<file path="src/rtl/instr_aligner.sv">
// Instruction aligner: turns a queue of word-aligned fetch words into one instruction per cycle.
// Macro ALIGNER_RVC_EN enables halfword PCs and 16-bit compressed instructions.
module instr_aligner #(
  parameter int unsigned     XLEN     = 32,
  parameter int unsigned     DEPTH    = 2,
  parameter logic [XLEN-1:0] RESET_PC = 32'h8000_0000
) (
  input  logic            clk,
  input  logic            rst_n,
  input  logic            flush_i,
  input  logic [XLEN-1:0] redirect_pc_i,
  input  logic            in_valid_i,
  output logic            in_ready_o,
  input  logic [XLEN-1:0] in_word_i,
  input  logic [XLEN-1:0] in_pc_i,
  output logic            out_valid_o,
  input  logic            out_ready_i,
  output logic [XLEN-1:0] out_instr_o,
  output logic [XLEN-1:0] out_pc_o,
  output logic            out_is_comp_o,
  output logic            out_misalign_o
);

  localparam int unsigned     PW        = (DEPTH > 1) ? $clog2(DEPTH) : 1;
  localparam int unsigned     CW        = $clog2(DEPTH + 1);
  localparam logic [XLEN-1:0] NOP_INSTR = XLEN'(32'h0000_0013);

  logic [XLEN-1:0] word_q [DEPTH];
  logic [XLEN-1:0] pc_q   [DEPTH];
  logic [PW-1:0]   rd_ptr_q, rd_ptr_d;
  logic [PW-1:0]   wr_ptr_q, wr_ptr_d;
  logic [CW-1:0]   count_q, count_d;
  logic [XLEN-1:0] exp_pc_q, exp_pc_d;

  logic [XLEN-1:0] word0_s;
  logic [XLEN-1:0] pc0_s;
  logic [XLEN-1:0] instr_s;
  logic [XLEN-1:0] mis_pc_s;
  logic            hoff_s;
  logic            is_comp_s;
  logic            run_s;
  logic            mis_valid_s;
  logic            in_fire_s;
  logic            push_s;
  logic            pop_s;
  logic            out_valid_s;
  logic            out_fire_s;

  assign word0_s    = word_q[rd_ptr_q];
  assign pc0_s      = pc_q[rd_ptr_q];
  assign in_ready_o = (count_q < CW'(DEPTH)) | flush_i;
  assign in_fire_s  = in_valid_i & in_ready_o;
  assign push_s     = in_fire_s & ~flush_i & run_s & (in_pc_i == exp_pc_q);
  assign out_fire_s = out_valid_s & out_ready_i;

`ifdef ALIGNER_RVC_EN
  logic        hoff_q, hoff_d;
  logic [15:0] head_hw_s;
  logic [XLEN-1:0] word1_s;
  logic        unused_rpc0_s;

  function automatic logic is_rvc(input logic [15:0] hw);
    return hw[1:0] != 2'b11;
  endfunction

  assign unused_rpc0_s = redirect_pc_i[0];
  assign word1_s       = word_q[rd_ptr_q + PW'(1)];
  assign hoff_s        = hoff_q;
  assign head_hw_s     = hoff_q ? word0_s[31:16] : word0_s[15:0];
  assign is_comp_s     = is_rvc(head_hw_s);
  assign run_s         = 1'b1;
  assign mis_valid_s   = 1'b0;
  assign mis_pc_s      = '0;

  always_comb begin
    instr_s = word0_s;
    if (is_comp_s) begin
      instr_s = {16'h0000, head_hw_s};
    end else if (hoff_q) begin
      instr_s = {word1_s[15:0], word0_s[31:16]};
    end else begin
      instr_s = word0_s;
    end
  end

  // A compressed instruction in the low half only advances hoff; the word is freed once fully used.
  always_comb begin
    hoff_d = hoff_q;
    pop_s  = 1'b0;
    if (flush_i) begin
      hoff_d = redirect_pc_i[1];
      pop_s  = 1'b0;
    end else if (out_fire_s) begin
      if (is_comp_s) begin
        hoff_d = ~hoff_q;
        pop_s  = hoff_q;
      end else begin
        hoff_d = hoff_q;
        pop_s  = 1'b1;
      end
    end else begin
      hoff_d = hoff_q;
      pop_s  = 1'b0;
    end
  end

  always_ff @(posedge clk or negedge rst_n) begin
    if (!rst_n) begin
      hoff_q <= 1'b0;
    end else begin
      hoff_q <= hoff_d;
    end
  end
`else
  typedef enum logic {ST_RUN = 1'b0, ST_MISALIGN = 1'b1} state_e;

  state_e          state_q, state_d;
  logic            mis_done_q, mis_done_d;
  logic [XLEN-1:0] mis_pc_q, mis_pc_d;

  assign hoff_s      = 1'b0;
  assign is_comp_s   = 1'b0;
  assign instr_s     = word0_s;
  assign run_s       = (state_q == ST_RUN);
  assign mis_valid_s = (state_q == ST_MISALIGN) & ~mis_done_q;
  assign mis_pc_s    = mis_pc_q;
  assign pop_s       = out_fire_s & run_s;

  // A redirect to a halfword PC cannot be fetched without RVC: report it once, then wait for a flush.
  always_comb begin
    state_d    = state_q;
    mis_done_d = mis_done_q;
    mis_pc_d   = mis_pc_q;
    case (state_q)
      ST_RUN: begin
        if (flush_i && redirect_pc_i[1]) begin
          state_d    = ST_MISALIGN;
          mis_done_d = 1'b0;
          mis_pc_d   = redirect_pc_i;
        end else begin
          state_d = ST_RUN;
        end
      end
      ST_MISALIGN: begin
        if (flush_i) begin
          state_d    = redirect_pc_i[1] ? ST_MISALIGN : ST_RUN;
          mis_done_d = 1'b0;
          mis_pc_d   = redirect_pc_i;
        end else if (out_fire_s) begin
          mis_done_d = 1'b1;
        end else begin
          mis_done_d = mis_done_q;
        end
      end
      default: begin
        state_d    = ST_RUN;
        mis_done_d = 1'b0;
      end
    endcase
  end

  always_ff @(posedge clk or negedge rst_n) begin
    if (!rst_n) begin
      state_q    <= ST_RUN;
      mis_done_q <= 1'b0;
      mis_pc_q   <= '0;
    end else begin
      state_q    <= state_d;
      mis_done_q <= mis_done_d;
      mis_pc_q   <= mis_pc_d;
    end
  end
`endif

  // A 32-bit instruction starting in the upper half needs the following word as well.
  always_comb begin
    out_valid_s = 1'b0;
    if (flush_i) begin
      out_valid_s = 1'b0;
    end else if (mis_valid_s) begin
      out_valid_s = 1'b1;
    end else if (run_s) begin
      if (is_comp_s || !hoff_s) begin
        out_valid_s = (count_q >= CW'(1));
      end else begin
        out_valid_s = (count_q >= CW'(2));
      end
    end else begin
      out_valid_s = 1'b0;
    end
  end

  assign out_valid_o = out_valid_s;

  always_comb begin
    out_instr_o    = NOP_INSTR;
    out_pc_o       = '0;
    out_is_comp_o  = 1'b0;
    out_misalign_o = 1'b0;
    if (out_valid_s && mis_valid_s) begin
      out_pc_o       = mis_pc_s;
      out_misalign_o = 1'b1;
    end else if (out_valid_s) begin
      out_instr_o   = instr_s;
      out_pc_o      = pc0_s + {{(XLEN-2){1'b0}}, hoff_s, 1'b0};
      out_is_comp_o = is_comp_s;
    end else begin
      out_instr_o = NOP_INSTR;
    end
  end

  always_comb begin
    count_d  = count_q;
    rd_ptr_d = rd_ptr_q;
    wr_ptr_d = wr_ptr_q;
    exp_pc_d = exp_pc_q;
    if (flush_i) begin
      count_d  = '0;
      rd_ptr_d = '0;
      wr_ptr_d = '0;
      exp_pc_d = {redirect_pc_i[XLEN-1:2], 2'b00};
    end else begin
      if (push_s) begin
        wr_ptr_d = wr_ptr_q + PW'(1);
        exp_pc_d = exp_pc_q + XLEN'(4);
      end else begin
        wr_ptr_d = wr_ptr_q;
      end
      if (pop_s) begin
        rd_ptr_d = rd_ptr_q + PW'(1);
      end else begin
        rd_ptr_d = rd_ptr_q;
      end
      count_d = count_q + CW'(push_s) - CW'(pop_s);
    end
  end

  always_ff @(posedge clk or negedge rst_n) begin
    if (!rst_n) begin
      count_q  <= '0;
      rd_ptr_q <= '0;
      wr_ptr_q <= '0;
      exp_pc_q <= RESET_PC;
    end else begin
      count_q  <= count_d;
      rd_ptr_q <= rd_ptr_d;
      wr_ptr_q <= wr_ptr_d;
      exp_pc_q <= exp_pc_d;
    end
  end

  always_ff @(posedge clk or negedge rst_n) begin
    if (!rst_n) begin
      for (int unsigned i = 0; i < DEPTH; i++) begin
        word_q[i] <= '0;
        pc_q[i]   <= '0;
      end
    end else if (push_s) begin
      word_q[wr_ptr_q] <= in_word_i;
      pc_q[wr_ptr_q]   <= in_pc_i;
    end
  end

  instr_aligner_chk #(.DEPTH(DEPTH), .CW(CW)) u_chk (
    .clk     (clk),
    .rst_n   (rst_n),
    .flush_i (flush_i),
    .push_i  (push_s),
    .pop_i   (pop_s),
    .count_i (count_q)
  );

endmodule

// Queue occupancy must never wrap in either direction.
module instr_aligner_chk #(
  parameter int unsigned DEPTH = 2,
  parameter int unsigned CW    = 2
) (
  input logic          clk,
  input logic          rst_n,
  input logic          flush_i,
  input logic          push_i,
  input logic          pop_i,
  input logic [CW-1:0] count_i
);

  a_no_overflow: assert property (@(posedge clk) disable iff (!rst_n)
    (!flush_i && push_i && !pop_i) |-> (count_i < CW'(DEPTH)));

  a_no_underflow: assert property (@(posedge clk) disable iff (!rst_n)
    (!flush_i && pop_i) |-> (count_i != '0));

  a_count_bound: assert property (@(posedge clk) disable iff (!rst_n)
    count_i <= CW'(DEPTH));

endmodule

</file>
<file path="config.mk">
export PLATFORM = sky130hd
export DESIGN_NAME = instr_aligner
export DESIGN_NICKNAME = d
export VERILOG_FILES = /design/src/rtl/instr_aligner.sv
export SDC_FILE = /design/constraint.sdc
export NUM_CORES = 1
export LEC_CHECK = 0
export CAP_MARGIN = 20
export CORE_MARGIN = 5
export CORE_UTILIZATION = 50
export CTS_CLUSTER_DIAMETER = 150
export DETAILED_ROUTE_END_ITERATION = 10
export MAX_ROUTING_LAYER = met4
export PLACE_DENSITY = 0.87
export SETUP_SLACK_MARGIN = 0.2
export SYNTH_ARGS = -nofsm -noshare
export SYNTH_HDL_FRONTEND = slang
export SYNTH_SLANG_ARGS = --single-unit
</file>
<file path="constraint.sdc">
create_clock -name clk -period 4.1 [get_ports clk]
set_clock_uncertainty 0.2 [all_clocks]
set_input_delay 0.41 -clock clk [delete_from_list [all_inputs] [get_ports clk]]
set_output_delay 0.41 -clock clk [all_outputs]
set_load 0.005 [all_outputs]
</file>
; After elaboration in Yosys (flattened, before gate mapping)
; Cells that the tools add are included.
; W data, S select, Z words.
[totals]
ff_bits = 198
in_bits = 101
output_inout_bits = 68
word_cells = 81
[op_classes]
add_sub_neg = 5
order_cmp = 5
n_eq_ne = 4
muxes = 36
bitwise_logic = 13
reduce_logical = 7
[op_table]
columns = op, count
row1 = $mux W32, 15
row2 = $bwmux W64, 2
row3 = $pmux W32 S2, 1
row4 = $add A32 B3 Y32 const B, 1
row5 = $demux W32 S1, 1
row6 = $eq A32 B32 Y1, 1
row7 = $mux W1, 14
row8 = $and A1 B1 Y1, 7
row9 = $ge A2 B2 Y1 const B, 2
row10 = $not A1 Y2, 2
row11 = $pmux W1 S2, 2
row12 = $reduce_and A2 Y1, 2
row13 = $reduce_bool A2 Y1, 2
row14 = $logic_and A1 B1 Y1, 3
row15 = $ne A3 B3 Y1 const B, 1
row16 = $not A1 Y1, 3
row17 = $add A1 B1 Y1 const B, 2
row18 = $add A2 B1 Y2, 1
row19 = $ge A2 B1 Y1 const B, 1
row20 = $lt A2 B1 Y1 const B, 1
row21 = $lt A2 B2 Y1 const B, 1
row22 = $mux W2, 1
row23 = $ne A2 B1 Y1 const B, 1
row24 = $ne A2 B2 Y1 const B, 1
row25 = other kinds (2), 2

; Longest topological paths before layout
; Gate-level depths: netlist of run 1.
[logic_depth]
word_depth = 9
mapped_depth = 13

; Worst setup path after synthesis of run 1
; OpenSTA, ideal clock, no wires.
[synth_path]
kind = flip-flop to flip-flop
startpoint = reg count_q[1]
endpoint = reg count_q[0]
setup_time_ns = 0.132
arrival_ns = 2.592
required_ns = 3.768
slack_ns = 1.176
stages_incl_launch_ff = 12
n_path_buf = 3
period_less_slack_ns = 2.924
cell_sequence = dfrtp_1 -> nor4b_1 -> nor4b_1 -> nand4_1 -> or3_1 -> buf_2 -> buf_2 -> buf_2 -> ha_1 -> inv_1 -> ha_1 -> nor2b_1
[synth_between]
elab_chain_len = 9
word_cells_on_any_way = 15
classes_between = add/sub: 2 / order compare: 2 / mux: 4 / bitwise: 7
[synth_rtl]
columns = element, line
row1 = from (decl), 32  ; logic [CW-1:0] count_q, count_d;
row2 = from (signal assigned), 245  ; count_q <= count_d;
row3 = $lt A2 B2 Y1, 51  ; assign in_ready_o = (count_q < CW'(DEPTH)) | flush_i;
row4 = $or A1 B1 Y1, 51
row5 = $and A1 B1 Y1, 52  ; assign in_fire_s = in_valid_i & in_ready_o;
row6 = $and A1 B1 Y1 (3 in a row), 53  ; assign push_s = in_fire_s & ~flush_i & run_s & (in_pc_i == exp_pc_q);
row7 = $add A2 B1 Y2, 234  ; count_d = count_q + CW'(push_s) - CW'(pop_s);
row8 = $sub A2 B1 Y2 *, 234
row9 = $mux W2 *, 217  ; if (flush_i) begin
row10 = named net count_d[0], 32
; Mark *: on every way through the listed nets, which the timed path passes. The rest lies on a longest branch.
; A chain may end at the register's enable or synchronous reset.

; Worst setup path in the final report of run 1
[layout_path]
startpoint = reg state_q
endpoint = out out_pc_o[3]
[layout_between]
elab_chain_len = 5
word_cells_on_any_way = 7
classes_between = mux: 5 / bitwise: 1 / reduce/logical: 1
[layout_rtl]
columns = element, line
row1 = from (decl), 117  ; state_e state_q, state_d;
row2 = from (signal assigned), 168  ; state_q <= state_d;
row3 = $mux W1 or $and A1 B1 Y1 (tied branches), "182, 125"
row4 = $mux W1, 180  ; end else if (mis_valid_s) begin
row5 = $mux W1, 178  ; if (flush_i) begin
row6 = $mux W32 or $logic_and A1 B1 Y1 (tied branches), "203, 200"
row7 = $mux W32 *, 200  ; if (out_valid_s && mis_valid_s) begin
row8 = to (decl), 19  ; output logic [XLEN-1:0] out_pc_o,
; Every way passes the cells marked *; elsewhere a longest branch is shown, timed or not.

==> key figures, run 1 <==
Run status
  • Status: finished, final reports clean

Clock tree
  • CTS sink count: 196
  • H-tree levels: 4
  • Root buffer cell: clkbuf_16
  • PostCTS Resize Cnt: 0
  • Clk Latency, worst-skew pair: 0.44 ns
  • Bufs on Longest Clock Path: 2
  • Worst-path clk slew: 0.07 ns
  • CTS Buf Count: 17
  • CTS tree: done

STA
  • Fmax: 275 MHz
  • Final Hold Vio Count: 0
  • Fin Setup TNS: 0 ns
  • Worst-margin pin slew: 0.828 ns
  • Worst Setup Slack, final: 0.469 ns
  • Unrepaired setup endpoints after global routing: false
  • Period utilisation layout: 0.886
  • Slew Viols, Final: 0
  • Hold WS: 0.287 ns
  • Setup-failing EPs final: 0
  • Worst slew margin: 0.448
  • Minimum clock period: 3.63 ns

Logic synthesis
  • Top cell type's share of synthesized area: 0.502
  • Cell Area, Synth: 0.00972 mm^2
  • Post-synth EDFFs: 0
  • Most frequent cell after synthesis: dfrtp_1
  • Syn. warnings: 0
  • Sequential area share after synthesis: 0.505
  • Synthesized flop and latch total: 196
  • Ys flop type: dfrtp_1
  • Cell variety after synth: 50
  • Area leader, netlist: dfrtp_1
  • Synth top area cells: dfrtp_1 50%, mux2_2 12%, mux2_1 6.7%
  • Commonest cells post-synth: 195 x dfrtp_1, 103 x mux2_2, 75 x nand2_1, 62 x mux2i_1, 58 x mux2_1
  • Syn Nets: 944
  • Post-synthesis cell count: 840
  • Ys async rst share: 1.00
  • Syn Area/Cell: 11.6 um^2

Layout
  • Nets: 1,099
  • Final core occ: 0.642
  • Fraction of layout cells with a size suffix above 1: 0.167
  • Fillers: 1,483
  • Synth-to-layout area growth: 27.4%
  • Final std cells w/o fill: 1,275

Die
  • Boundary Pins: 169
  • Initial Utilization: 0.504
  • Chip height: 149 um
  • Std-Cell Rows: 51
  • Core box area: 0.0193 mm^2
  • Die X: 149 um
  • Full die area: 0.0223 mm^2

Setup path
  • Slowest CP cell: or3_2
  • WP buf/inv: 2
  • Crit-path leading delay family: buffers and inverters
  • Required time worst endpoint: 3.49 ns
  • Arr. time, crit path: 3.02 ns
  • CP startpoint kind: register
  • Worst path max stage delay: 0.79 ns
  • Cell chain of the critical path: or3_2 > buf_12 > o21ai_0 > clkdlybuf4s50_1
  • CP Capture Type: primary output
  • CP Class: register to primary output
  • CP max FO: 39

GRT
  • Grt total ovfl: 0
  • Gr usage total: 0.235
  • Vias in the first global route: 7,429
  • Initial antenna violation count: 0
  • Global-route wire length before repair: 39,800 um
  • Largest net degree at the start of global routing: 93

Power and ir drop
  • Clock network power share: 0.421
  • VDD IR max: 0.000341 V
  • P_int: 3310 uW
  • Logic pwr share: 0.103
  • P_sw: 1060 uW
  • Sw Ratio: 0.243
  • Lkg Pwr: 0.00544 uW
  • Sequential share of power: 0.476
  • PwrDens: 353 mW/mm^2

Placed design
  • # port buffers: 167
  • Cells after DPL: 1,240
  • Post-Place Setup Slack: 0.348 ns
  • DPL Wire Length: 17,500 um
  • GP Congestion: 0.948

Drt
  • DRT met1 WL: 10,700 um
  • Initial drt markers: 669
  • Top Metal Used: met4
  • WL final: 25,100 um
  • DRC Markers: 0
  • Met2 WL: 12,100 um
  • Drt pass-1 iters: 7
  • Vias per cell: 5.74
  • Metal3 WL: 1610 um
  • Post-DR wirelength/cell: 19.7 um
  • Vias: 7,313
  • ANT nets after route: 0

Hold path
  • Min-Delay Path Class: register to register

Job
  • # Max-Cap Violations: 0
==> power by group through the flow <==
stage          clock network, uW  registers (uW)  logic, uW
2_1_floorplan                  0            2090        192
3_3_place_gp                   0            2110        437
3_5_place_dp                   0            2120        447
4_1_cts                     1860            2080        453
5_1_grt                     1940            2090        491
6_report                    1840            2080        451
==> timing repair <==
action | 4_1_cts | 5_1_grt
buffers inserted | 0 | 0
hold endpoints to repair | 89 | 0
hold buffers | 1 | 0
==> worst reg2reg max path, stage by stage, from the launching register on <==
cell     delay [ns]
dfrtp_1        0.47
nor4b_1        0.69
nor4b_1        0.32
nand2_1        0.14
or4_4          0.61
nor2_8         0.32
buf_12         0.26
mux2_1         0.36
==> kinds of logic (layout without fill, tap and decap cells) <==
group                      Yosys count  count (layout)  synth area share
other                                1               3          0.000386
AOI/OAI and AO/OA                  111             111            0.0752
xor gates and xnor gates            35              35            0.0315
muxes                              223             223             0.250
and+or+nand+nor                    203             203             0.102
buffers and inverters               68             236            0.0323
DFF                                196             196             0.505
adders and majority gates            3               3           0.00386
==> placed cells by master, fill, tap and decap left out, types with 17 or more instances in the layout <==
cell type / instances
mux2_2: 103
mux2i_1: 62
nand2_1: 75
xor2_1: 28
clkbuf_16: 17
nor2_1: 48
dfrtp_1: 194
mux2_1: 58
clkdlybuf4s50_1: 166
o21ai_0: 52
==> final cells by class <==
type	instances	area, um^2	area share
Antenna cell	2	5.00	0.000404
Sequential cell	196	4910	0.397
Clock buffer	19	453	0.0366
Inverter	15	56.3	0.00455
Tap cell	265	332	0.0268
Clock inverter	13	193	0.0156
Timing Repair Buffer	189	1920	0.155
Multi-Input combinational cell	576	4510	0.365
==> sequential cells by signal, summed over array words and instances, names as in the netlist <==
| signal | count |
|---|---|
| rd_ptr_q | 1 |
| pc_q | 64 |
| mis_done_q | 1 |
| count_q | 2 |
| word_q | 64 |
| exp_pc_q | 30 |
| mis_pc_q | 32 |
| state_q | 1 |
| wr_ptr_q | 1 |
==> metrics by stage <==
step	total power, uW	cell area, um^2
after floorplan	2280	9720
after global placement	2550	11700
after detailed placement	2560	11700
after CTS	4390	12400
after global routing	4520	12400
final	4370	12400
==> worst paths after layout <==
check | slack [ns] | startpoint | cells after the start | endpoint
worst max-delay path | 0.47 | state_q | 4 | out_pc_o[3]
worst min-delay path | 0.29 | pc_q[45] | 1 | pc_q[45]
worst max register to register | 0.61 | count_q[1] | 7 | word_q[44]
worst min register to register | 0.29 | pc_q[45] | 1 | pc_q[45]
max in group asynchronous | 2.39 | rst_n | 3 | word_q[52]
min in group asynchronous | 0.39 | rst_n | 2 | mis_pc_q[14]
==> layer usage <==
| layer | track usage | up-vias |
|---|---|---|
| li1 | - | 3298 |
| met1 | 0.308 | 3682 |
| met2 | 0.370 | 286 |
| met3 | 0.0400 | 47 |
| met4 | 0.0874 | 0 |
| met5 | - | - |
No activity file was read; power rests on OpenSTA's default activity.
==> run 2: changes to the inputs <==
--- a/config.mk
+++ b/config.mk
@@ -13,6 +13,7 @@
 export MAX_ROUTING_LAYER = met4
 export PLACE_DENSITY = 0.87
 export SETUP_SLACK_MARGIN = 0.2
+export SLEW_MARGIN = 20
 export SYNTH_ARGS = -nofsm -noshare
 export SYNTH_HDL_FRONTEND = slang
 export SYNTH_SLANG_ARGS = --single-unit
==> results of run 2 <==
Final layout, timing and power as in run 1 (identical DEF).
